[src/rtl/imm_gen_stream.sv]
// -----------------------------------------------------------------------------
// imm_gen_stream
//
// Immediate generator for the RV base instruction formats (I, S, B, U, J),
// placed between fetch/decode and the ALU/AGU. Every accepted instruction
// yields one result {offset, fmt, imm_valid}. Results stream out through a
// 2-entry skid FIFO, strictly in acceptance order. Instructions with an
// unrecognised opcode still produce a result (offset 0, fmt NONE,
// imm_valid 0), so the result stream stays aligned with the instruction
// stream.
//
// Parameters
//   XLEN        result width, 32 or 64
//   INST_WIDTH  instruction width, 32 only
//
// Ports
//   clk          in   rising-edge clock
//   rst          in   asynchronous, active-high reset
//   flush        in   synchronous flush: drops every buffered result and any
//                     instruction offered in the same cycle
//   in_valid     in   instruction valid
//   in_ready     out  block can accept an instruction this cycle
//   instruction  in   raw instruction word
//   out_valid    out  head result valid
//   out_ready    in   consumer accepts the head result
//   offset       out  sign-extended immediate (0 when no result is held)
//   fmt          out  0 NONE, 1 I, 2 S, 3 B, 4 U, 5 J
//   imm_valid    out  opcode recognised (fmt != NONE)
//
// Handshake: a transfer happens on a rising edge where valid and ready are
// both high. A producer holding valid keeps its payload unchanged until the
// transfer. in_ready comes only from registered state (count != 2) and never
// depends on out_ready, so there is no combinational path from the consumer
// back to the producer. The head result stays stable while out_valid is high
// and out_ready is low.
// -----------------------------------------------------------------------------
module imm_gen_stream #(
  parameter int XLEN       = 32,
  parameter int INST_WIDTH = 32
) (
  input  logic                  clk,
  input  logic                  rst,
  input  logic                  flush,
  input  logic                  in_valid,
  output logic                  in_ready,
  input  logic [INST_WIDTH-1:0] instruction,
  output logic                  out_valid,
  input  logic                  out_ready,
  output logic [XLEN-1:0]       offset,
  output logic [2:0]            fmt,
  output logic                  imm_valid
);

  // Format tags.
  localparam logic [2:0] FMT_NONE = 3'd0;
  localparam logic [2:0] FMT_I    = 3'd1;
  localparam logic [2:0] FMT_S    = 3'd2;
  localparam logic [2:0] FMT_B    = 3'd3;
  localparam logic [2:0] FMT_U    = 3'd4;
  localparam logic [2:0] FMT_J    = 3'd5;

  // Major opcodes, instruction[6:0].
  localparam logic [6:0] OPC_LOAD      = 7'b0000011;
  localparam logic [6:0] OPC_OP_IMM    = 7'b0010011;
  localparam logic [6:0] OPC_JALR      = 7'b1100111;
  localparam logic [6:0] OPC_OP_IMM_32 = 7'b0011011;
  localparam logic [6:0] OPC_STORE     = 7'b0100011;
  localparam logic [6:0] OPC_BRANCH    = 7'b1100011;
  localparam logic [6:0] OPC_LUI       = 7'b0110111;
  localparam logic [6:0] OPC_AUIPC     = 7'b0010111;
  localparam logic [6:0] OPC_JAL       = 7'b1101111;

  // OP-IMM-32 (addiw and friends) exists only on RV64.
  localparam bit RV64 = (XLEN == 64);

  // FIFO depth is fixed at two entries.
  localparam logic [1:0] CNT_EMPTY = 2'd0;
  localparam logic [1:0] CNT_FULL  = 2'd2;

  // ---------------------------------------------------------------------------
  // Decode (combinational on the incoming instruction)
  // ---------------------------------------------------------------------------
  logic [6:0]        opcode;
  logic signed [11:0] imm_i;
  logic signed [11:0] imm_s;
  logic signed [12:0] imm_b;
  logic signed [31:0] imm_u;
  logic signed [20:0] imm_j;

  logic [XLEN-1:0]   dec_offset;
  logic [2:0]        dec_fmt;
  logic              dec_imm_valid;

  assign opcode = instruction[6:0];

  // Raw immediates at their natural width. Declaring them signed makes the
  // size casts below replicate each format's MSB up to XLEN. The U
  // immediate is already 32 bits, so it only widens when XLEN is 64.
  assign imm_i = instruction[31:20];
  assign imm_s = {instruction[31:25], instruction[11:7]};
  assign imm_b = {instruction[31], instruction[7], instruction[30:25],
                  instruction[11:8], 1'b0};
  assign imm_u = {instruction[31:12], 12'b0};
  assign imm_j = {instruction[31], instruction[19:12], instruction[20],
                  instruction[30:21], 1'b0};

  always_comb begin
    dec_offset = '0;
    dec_fmt    = FMT_NONE;
    case (opcode)
      OPC_LOAD, OPC_OP_IMM, OPC_JALR: begin
        dec_offset = XLEN'(imm_i);
        dec_fmt    = FMT_I;
      end
      OPC_OP_IMM_32: begin
        if (RV64) begin
          dec_offset = XLEN'(imm_i);
          dec_fmt    = FMT_I;
        end
      end
      OPC_STORE: begin
        dec_offset = XLEN'(imm_s);
        dec_fmt    = FMT_S;
      end
      OPC_BRANCH: begin
        dec_offset = XLEN'(imm_b);
        dec_fmt    = FMT_B;
      end
      OPC_LUI, OPC_AUIPC: begin
        dec_offset = XLEN'(imm_u);
        dec_fmt    = FMT_U;
      end
      OPC_JAL: begin
        dec_offset = XLEN'(imm_j);
        dec_fmt    = FMT_J;
      end
      default: begin
        dec_offset = '0;
        dec_fmt    = FMT_NONE;
      end
    endcase
  end

  assign dec_imm_valid = (dec_fmt != FMT_NONE);

  // ---------------------------------------------------------------------------
  // 2-entry result FIFO
  // ---------------------------------------------------------------------------
  logic [XLEN-1:0] buf_offset [2];
  logic [2:0]      buf_fmt    [2];
  logic            buf_iv     [2];
  logic            wr_ptr;
  logic            rd_ptr;
  logic [1:0]      count;
  logic [1:0]      count_nxt;
  logic            push;
  logic            pop;

  assign in_ready  = (count != CNT_FULL);
  assign out_valid = (count != CNT_EMPTY);

  // A flush cancels any push offered in the same cycle, so the offered
  // instruction never produces a result.
  assign push = in_valid & in_ready & ~flush;
  assign pop  = out_valid & out_ready;

  always_comb begin
    count_nxt = count;
    case ({push, pop})
      2'b10:   count_nxt = count + 2'd1;
      2'b01:   count_nxt = count - 2'd1;
      default: count_nxt = count;  // idle, or push and pop together
    endcase
  end

  always_ff @(posedge clk or posedge rst) begin
    if (rst) begin
      count         <= CNT_EMPTY;
      wr_ptr        <= 1'b0;
      rd_ptr        <= 1'b0;
      buf_offset[0] <= '0;
      buf_offset[1] <= '0;
      buf_fmt[0]    <= FMT_NONE;
      buf_fmt[1]    <= FMT_NONE;
      buf_iv[0]     <= 1'b0;
      buf_iv[1]     <= 1'b0;
    end else if (flush) begin
      // Storage contents do not matter once count is zero. The output mux
      // forces the result fields to zero while the FIFO is empty.
      count  <= CNT_EMPTY;
      wr_ptr <= 1'b0;
      rd_ptr <= 1'b0;
    end else begin
      if (push) begin
        buf_offset[wr_ptr] <= dec_offset;
        buf_fmt[wr_ptr]    <= dec_fmt;
        buf_iv[wr_ptr]     <= dec_imm_valid;
        wr_ptr             <= ~wr_ptr;
      end
      if (pop) begin
        rd_ptr <= ~rd_ptr;
      end
      count <= count_nxt;
    end
  end

  // Head result. The fields are zero whenever no result is held.
  assign offset    = out_valid ? buf_offset[rd_ptr] : '0;
  assign fmt       = out_valid ? buf_fmt[rd_ptr]    : FMT_NONE;
  assign imm_valid = out_valid ? buf_iv[rd_ptr]     : 1'b0;

endmodule

[config.mk]
export PLATFORM = sky130hd
export DESIGN_NAME = imm_gen_stream
export DESIGN_NICKNAME = d
export VERILOG_FILES = /design/src/rtl/imm_gen_stream.sv
export SDC_FILE = /design/constraint.sdc
export NUM_CORES = 1
export LEC_CHECK = 0
export ABC_AREA = 1
export ABC_CLOCK_PERIOD_IN_PS = 3400
export BUFFER_PORTS_ARGS = -buffer_cell sky130_fd_sc_hd__buf_2
export CAP_MARGIN = 10
export CORE_MARGIN = 2
export CORE_UTILIZATION = 30
export DETAILED_ROUTE_END_ITERATION = 16
export PLACE_DENSITY_LB_ADDON = 0.2
export SYNTH_ARGS = -nofsm -noshare
export SYNTH_HDL_FRONTEND = slang
export SYNTH_SLANG_ARGS = --single-unit
[constraint.sdc]
create_clock -name clk -period 3.4 [get_ports clk]
set_input_delay 0.68 -clock clk [delete_from_list [all_inputs] [get_ports clk]]
set_output_delay 0.68 -clock clk [all_outputs]
set_load 0.05 [all_outputs]
# After elaboration in Yosys (flattened, before gate mapping)
# Index checks and enable logic that the tools add are counted.
# totals
register_bits	76
word_cells	71
output_inout_bits	38
# classes
n_eq_ne	11
bitwise	8
n_mux	29
order_cmp	3
addsub	2
reduce_logical	9
# ops
operator	n
two-way mux 32 bit	5
one-hot mux 32 bit (5 select lines)	1
bitwise mux 64 bit	1
demux 32 bit (select 1 bit)	1
equality test 7 bit (second input constant)	3
two-way mux 3 bit	5
one-hot mux 3 bit (5 select lines)	1
equality test 7 x 5 -> 1 bit (second input constant)	2
equality test 7 x 6 -> 1 bit (second input constant)	2
two-way mux 1 bit	9
equality test 7 x 2 -> 1 bit (second input constant)	1
bitwise mux 6 bit	1
nonzero test 2 bit	3
nonzero test 3 bit	2
greater-or-equal comparator 2 bit (second input constant)	2
NOT 1 -> 2 bit	2
one-hot mux 2 bit (2 select lines)	1
AND 1 bit	3
demux 3 bit (select 1 bit)	1
NOT 1 bit	3
OR reduction 3 bit	1
adder 2 x 1 -> 2 bit (second input constant)	1
bitwise mux 2 bit	1
equality test 2 x 1 -> 1 bit (second input constant)	1
9 further kinds	9

# Logic depth before layout (Yosys ltp)
# Gate-level depths: netlist (run 1).
# depth
word_depth	6
depth_mapped	10
ltp_nobuf	9

# Least setup slack after synthesis (run 1)
# No wires, ideal clock.
# synth_path
path_type	reg2out
from	register count[1]
to	output fmt[2]
path_stages_with_launch	5
slack_ps	909
arrival_ps	1811
path_buffers	0
cell_sequence	dfrtp_1 nor2_2 inv_1 o21ai_0 a21oi_1
# synth_between
elab_chain_len	2
# synth_lines
element	line_no	text
start, declared	154	logic [1:0] count;
start signal, assigned	203	count <= count_nxt;
nonzero test 2 bit	160	assign out_valid = (count != CNT_EMPTY);
net out_valid	47	output logic out_valid,
two-way mux 3 bit	209	assign fmt = out_valid ? buf_fmt[rd_ptr] : FMT_NONE;
end, declared	50	output logic [2:0] fmt,
# The timed path passes the listed nets, and every way through them passes these cells.

# Final worst setup path (run 1)
# layout_path
from	register rd_ptr
to	output offset[20]
# layout_between
elab_chain_len	5
# layout_lines
element	line_no	text
start, declared	153	logic rd_ptr;
start signal, assigned	201	rd_ptr <= ~rd_ptr;
NOT 1 -> 2 bit (implied by the code)	208	assign offset = out_valid ? buf_offset[rd_ptr] : '0;
two-way mux 32 bit (implied by the code) (3 in a row)	208	
two-way mux 32 bit	208	
end, declared	49	output logic [XLEN-1:0] offset,
# Every way passes these cells. The select of a mux whose other input is x is not followed.

==> run_results.csv, run 1 <==
group,metric,value,unit
floorplan,die-width,122,microns
timing,fin_tns_setup,0,ns
critical_path,crit_path_max_fanout,20,
min_path,hold_class,"register to register",
timing,period_needed,2.79,ns
drt,dr_wl_met2,5690,microns
drt,via_per_inst,4.67,
drt,antenna_left,0,
floorplan,die-height,122,microns
placement,dp_hpwl,7910,microns
status,outcome,"completed",
timing,slew_headroom,0.455,
grt,grt_pass1_wl,20300,microns
critical_path,crit_path_end_kind,"output port",
critical_path,cp_slowest_stage_delay,0.56,ns
cells_and_area,fin_area,4970,sq um
critical_path,cp.required,2.72,ns
clock_tree,cts_htree_levels,3,
timing,slew_viol_final,0,
placement,gp_congestion,0.799,
drt,highest_layer,"met4",
floorplan,core_area,13700,sq um
floorplan,die_area,14900,sq um
drt,drt_pass1_iterations,5,
synthesis,postSynthCellCount,581,
synthesis,ys_types,25,
cells_and_area,final_cells,827,
timing,setup_viol,0,
drt,wl_met1,5570,microns
clock_tree,clk_path_buf_depth,2,
clock_tree,cts_root_buf,"clkbuf_16",
grt,grtUsageTotal,0.177,
synthesis,synth_area,4180,sq um
power,leakagePower,2.79,nW
placement,dpl_worst_slack,0.907,ns
critical_path,worst-setup-path-type,"register to output port",
drt,drt_iter0_markers,289,
clock_tree,postCtsSetupRepairBufs,0,
synthesis,syn-num-nets,618,
grt,first_global_vias,3919,
clock_tree,cts_tree,"yes",
clock_tree,cts.sinks,76,
grt,grt_max_degree,42,
cells_and_area,final_common_cell,"nand2_1",
placement,place_area,4630,sq um
clock_tree,numCtsBuffers,9,
critical_path,crit_slowest_cell,"clkinv_1",
power,power.density,516,nW/um^2
cells_and_area,multi_input_area,1960,sq um
grt,gr-total-overflow,0,
placement,portBuffers,74,
floorplan,rows,43,
timing,hold_violations,0,
power,ir_worst_vdd,0.000322,V
critical_path,worstPathCellList,"clkinv_1 -> buf_4 -> nand2_1 -> a21oi_1 -> buf_2",
floorplan,start_util,0.305,
clock_tree,postCtsHoldBufs,0,
timing,fin_skew,0.00583,ns
critical_path,cp_data_arrival_time,2.11,ns
critical_path,start_kind,"register",
clock_tree,clk_latency,0.34,ns
flow_run,drv_cap,0,
drt,routedWlPerCell,14.7,microns
clock_tree,cts.clk_slew.worst_paths,0.06,ns
clock_tree,post_cts_resized,0,
cells_and_area,area_growth,18.9,%
drt,drc,0,
drt,wirelength,12100,microns
synthesis,syn_area_per_cell,7.19,sq um
synthesis,synth_warnings,0,
timing,clock.fmax,359,MHz
cells_and_area,n_fill_cell,1506,
cells_and_area,drive_gt1_frac,0.192,
timing,fin_crit_sh,0.820,
cells_and_area,layout_common_cells,"nand2_1 (311), dfrtp_1 (76), buf_2 (74)",
synthesis,synth-seq-cells,76,
timing,worst_slack,0.614,ns
drt,num_vias,3866,
timing,worstMarginPinSlew,0.816,ns
synthesis,synth_seq_area_share,0.455,
cells_and_area,fin_nets,678,
floorplan,boundaryPins,75,
cells_and_area,seq_area,1900,sq um
power,power,2.56,mW
grt,antenna_found_initial,1,
drt,wl_met3,752,microns
timing,rsz0062_at_grt,"no",
placement,dpl.cell_count,810,
-- cells by family (layout without fill, tap and decap cells) --
group           count (synthesis)  after routing  share of synthesized area
compound gates                 45             45                     0.0548
other cells                     0              1                          0
xor+xnor                        2              2                    0.00419
simple gates                  397            397                      0.410
buf+inv                        61            126                     0.0755
flops                          76             76                      0.455
-- final timing paths --
kind	startpoint	to	slack, ns	depth (start not counted)
min in group asynchronous	rst	buf_offset[12]$_DFFE_PP0P_	0.49	2
min reg2reg	buf_offset[18]$_DFFE_PP0P_	buf_offset[18]$_DFFE_PP0P_	0.48	2
max	rd_ptr$_DFFE_PP0P_	offset[20]	0.61	5
max in group asynchronous	rst	buf_offset[6]$_DFFE_PP0P_	2.20	3
max reg2reg	count[1]$_DFFE_PP0P_	count[1]$_DFFE_PP0P_	1.72	7
min	buf_offset[18]$_DFFE_PP0P_	buf_offset[18]$_DFFE_PP0P_	0.48	2
-- where the power goes --
group	switching, mW	internal (mW)
registers	0.0432	0.974
clock network	0.368	0.718
logic	0.348	0.112
total	0.760	1.80
-- flip-flops by register name (all words and copies together), names as in the netlist --
signal / cells
buf_iv: 2
buf_fmt: 6
buf_offset: 64
rd_ptr: 1
wr_ptr: 1
count: 2
-- layout make-up --
| class | instances | share of cell area |
|---|---|---|
| Antenna cell | 1 | 0.000504 |
| Clock buffer | 12 | 0.0476 |
| Clock inverter | 4 | 0.0196 |
| Inverter | 29 | 0.0219 |
| Multi-Input combinational cell | 444 | 0.395 |
| Sequential cell | 76 | 0.383 |
| Tap cell | 180 | 0.0453 |
| Timing Repair Buffer | 81 | 0.0876 |
-- cell usage after synthesis (all sizes together) --
master	number	area, sq um
a21oi	37	185
a31oi	3	18.8
buf	20	161
clkbuf	12	45.0
clkinv	1	3.75
dfrtp	76	1900
inv	28	105
nand2	319	1240
nand3	56	343
nor2	20	111
nor3	1	16.3
o21ai	5	25.0
or2	1	6.26
xnor2	1	8.76
xor2	1	8.76
-- routing by layer --
layer  vias up  GRT usage
met1      1833      0.232
met3        11     0.0562
met5         -          0
li1       1928          -
met2        94      0.288
met4         0     0.0374
-- stage by stage --
step / util / hold slack, ns
floorplan: - / 0.437
global placement: 0.338 / 0.459
detailed placement: 0.338 / 0.465
CTS: 0.362 / 0.481
global route: 0.362 / 0.499
finish: 0.362 / 0.477
-- critical path: cells and delay by family (launching register included) --
| kind | cells | cell delay [ns] |
|---|---|---|
| simple gates | 1 | 0.08 |
| flops | 1 | 0.34 |
| buf+inv | 3 | 1.26 |
| compound gates | 1 | 0.08 |
(Power assumes the default switching activity.)
==> inputs of run 2 (changes only) <==
Settings changed: ABC_CLOCK_PERIOD_IN_PS 3400 to 2650.
Clock period 3.4 ns to 2.65 ns, I/O delays scaled along.
==> run 2 against run 1 <==
Effect of this change: via count grew 0.59%; register-to-register slack lost 0.72 ns; critical path depth is the same; sequential power grew 27%; count of clock-buffer cells in the layout grew 1; clock skew grew 0.0019 ns; sequential share of layout area grew 0.34 points; critical path type unchanged; critical endpoint is now fmt[1]; largest power group is now registers; highest routed layer unchanged.
==> run_results.csv, run 2 (synthesized netlist as in run 1, its figures left out) <==
group,metric,value,unit
drt,drt_pass1_iterations,4,
cells_and_area,fin_nets,681,
cells_and_area,top_register,"buf_offset",
critical_path,cp_data_arrival_time,1.96,ns
clock_tree,postCtsSetupRepairBufs,0,
placement,place_area,4650,sq um
timing,fin_tns_setup,0,ns
flow_run,drv_cap,0,
cells_and_area,final_cells,828,
floorplan,core_area,13700,sq um
clock_tree,cts_htree_levels,3,
grt,grtUsageMet3,0.0431,
grt,antenna_found_initial,0,
placement,dpl_worst_slack,0.493,ns
critical_path,start_kind,"register",
floorplan,start_util,0.305,
grt,first_global_vias,4018,
cells_and_area,area_growth,17.9,%
grt,gr-total-overflow,0,
drt,wirelength,12200,microns
power,ir_worst_vdd,0.000302,V
timing,slew_headroom,0.500,
timing,worstMarginPinSlew,0.749,ns
timing,slew_viol_final,0,
clock_tree,postCtsHoldBufs,0,
timing,fin_skew,0.00772,ns
placement,dpl.cell_count,813,
timing,worst_slack,0.162,ns
floorplan,boundaryPins,75,
critical_path,cp.required,2.12,ns
placement,dp_hpwl,7940,microns
critical_path,crit_start,"rd_ptr$_DFFE_PP0P_",
grt,grt_busiest_layer,"met2",
cells_and_area,largest_reg_flops,64,
power,p_clk_frac,0.374,
grt,grt_max_degree,77,
power,p_seq_frac,0.426,
min_path,hold_class,"primary input to async pin",
floorplan,die-height,122,microns
critical_path,crit_path_end_kind,"output port",
clock_tree,post_cts_resized,0,
drt,routedWlPerCell,14.8,microns
clock_tree,cts_root_buf,"clkbuf_16",
clock_tree,clk_latency,0.34,ns
power,power_switching,0.980,mW
grt,grt.met2_usage,0.295,
clock_tree,cts_tree,"yes",
cells_and_area,fin_util,0.359,
power,combPwrFrac,0.200,
drt,drt_iter0_markers,149,
cells_and_area,final_common_cell,"nand2_1",
status,outcome,"completed",
timing,clock.fmax,402,MHz
timing,hold_violations,0,
clock_tree,numCtsBuffers,9,
cells_and_area,n_antenna_cell,0,
critical_path,worst-setup-path-type,"register to output port",
timing,fin_crit_sh,0.939,
drt,num_vias,3889,
power,power.density,622,nW/um^2
cells_and_area,n_fill_cell,1513,
drt,drc,0,
drt,via_per_inst,4.70,
grt,grtUsageTotal,0.179,
placement,portBuffers,74,
drt,antenna_left,0,
floorplan,die_area,14900,sq um
clock_tree,cts.clk_slew.worst_paths,0.06,ns
grt,grt_pass1_wl,20500,microns
timing,period_needed,2.49,ns
power,swShare,0.320,
critical_path,crit_path_max_fanout,14,
cells_and_area,largest_registers,"buf_offset: 64 flops, buf_fmt: 6 flops",
clock_tree,cts.sinks,76,
cells_and_area,drive_gt1_frac,0.196,
timing,rsz0062_at_grt,"no",
placement,gp_congestion,0.827,
cells_and_area,layout_common_cells,"nand2_1 (311), dfrtp_1 (76), buf_2 (74)",
cells_and_area,fin_area,4920,sq um
clock_tree,clk_path_buf_depth,2,
floorplan,die-width,122,microns
grt,use_met1,0.236,
power,power.internal,2.08,mW
timing,setup_viol,0,
floorplan,rows,43,
power,leakagePower,2.78,nW
critical_path,timing.rr.start,"count[0]$_DFFE_PP0P_",
## run 2: through the flow
stage          power (mW)  hold WS [ns]
4_1_cts              3.10         0.303
3_3_place_gp         1.94         0.454
3_5_place_dp         1.95         0.455
5_1_grt              3.22         0.332
2_1_floorplan        1.74         0.437
6_report             3.06         0.271
## run 2: power groups by stage
stage	Clock, mW	Sequential, mW	Combinational (mW)
5_1_grt	1.23	1.32	0.681
6_report	1.15	1.30	0.613
3_3_place_gp	0	1.32	0.616
3_5_place_dp	0	1.32	0.621
2_1_floorplan	0	1.31	0.425
4_1_cts	1.17	1.30	0.623
## run 2: cell type report
| cell class | count | area, sq um | area share |
|---|---|---|---|
| clock inverters | 2 | 10.0 | 0.00203 |
| repair buffers | 84 | 458 | 0.0930 |
| multi-input cells | 444 | 1960 | 0.398 |
| inverters | 29 | 109 | 0.0221 |
| flip-flops and latches | 76 | 1900 | 0.386 |
| well taps | 180 | 225 | 0.0457 |
| clock buffers | 13 | 260 | 0.0528 |
## run 2: worst paths after layout
kind	end	slack [ns]	cells after the start
max	fmt[1]	0.16	5
min	rd_ptr$_DFFE_PP0P_	0.27	3
max reg2reg	buf_offset[32]$_DFFE_PP0P_	1.00	7
min reg2reg	buf_fmt[5]$_DFFE_PP0P_	0.47	2
max in group asynchronous	buf_offset[9]$_DFFE_PP0P_	2.02	3
min in group clk	count[0]$_DFFE_PP0P_	0.46	4
## run 2: worst max-delay path, cell delays in order (launching register included)
cell and delay [ns]:
dfrtp_1 0.34, clkinv_1 0.48, buf_4 0.41, nand2_1 0.09, a21oi_1 0.08, buf_2 0.22
## run 2: per-layer routing
metal,part of all wire,up-vias,routed length (microns)
met1,0.46,1848,5620
li1,-,1932,-
met3,0.061,11,740
met5,0,-,0
met2,0.47,98,5710
met4,0.013,0,153
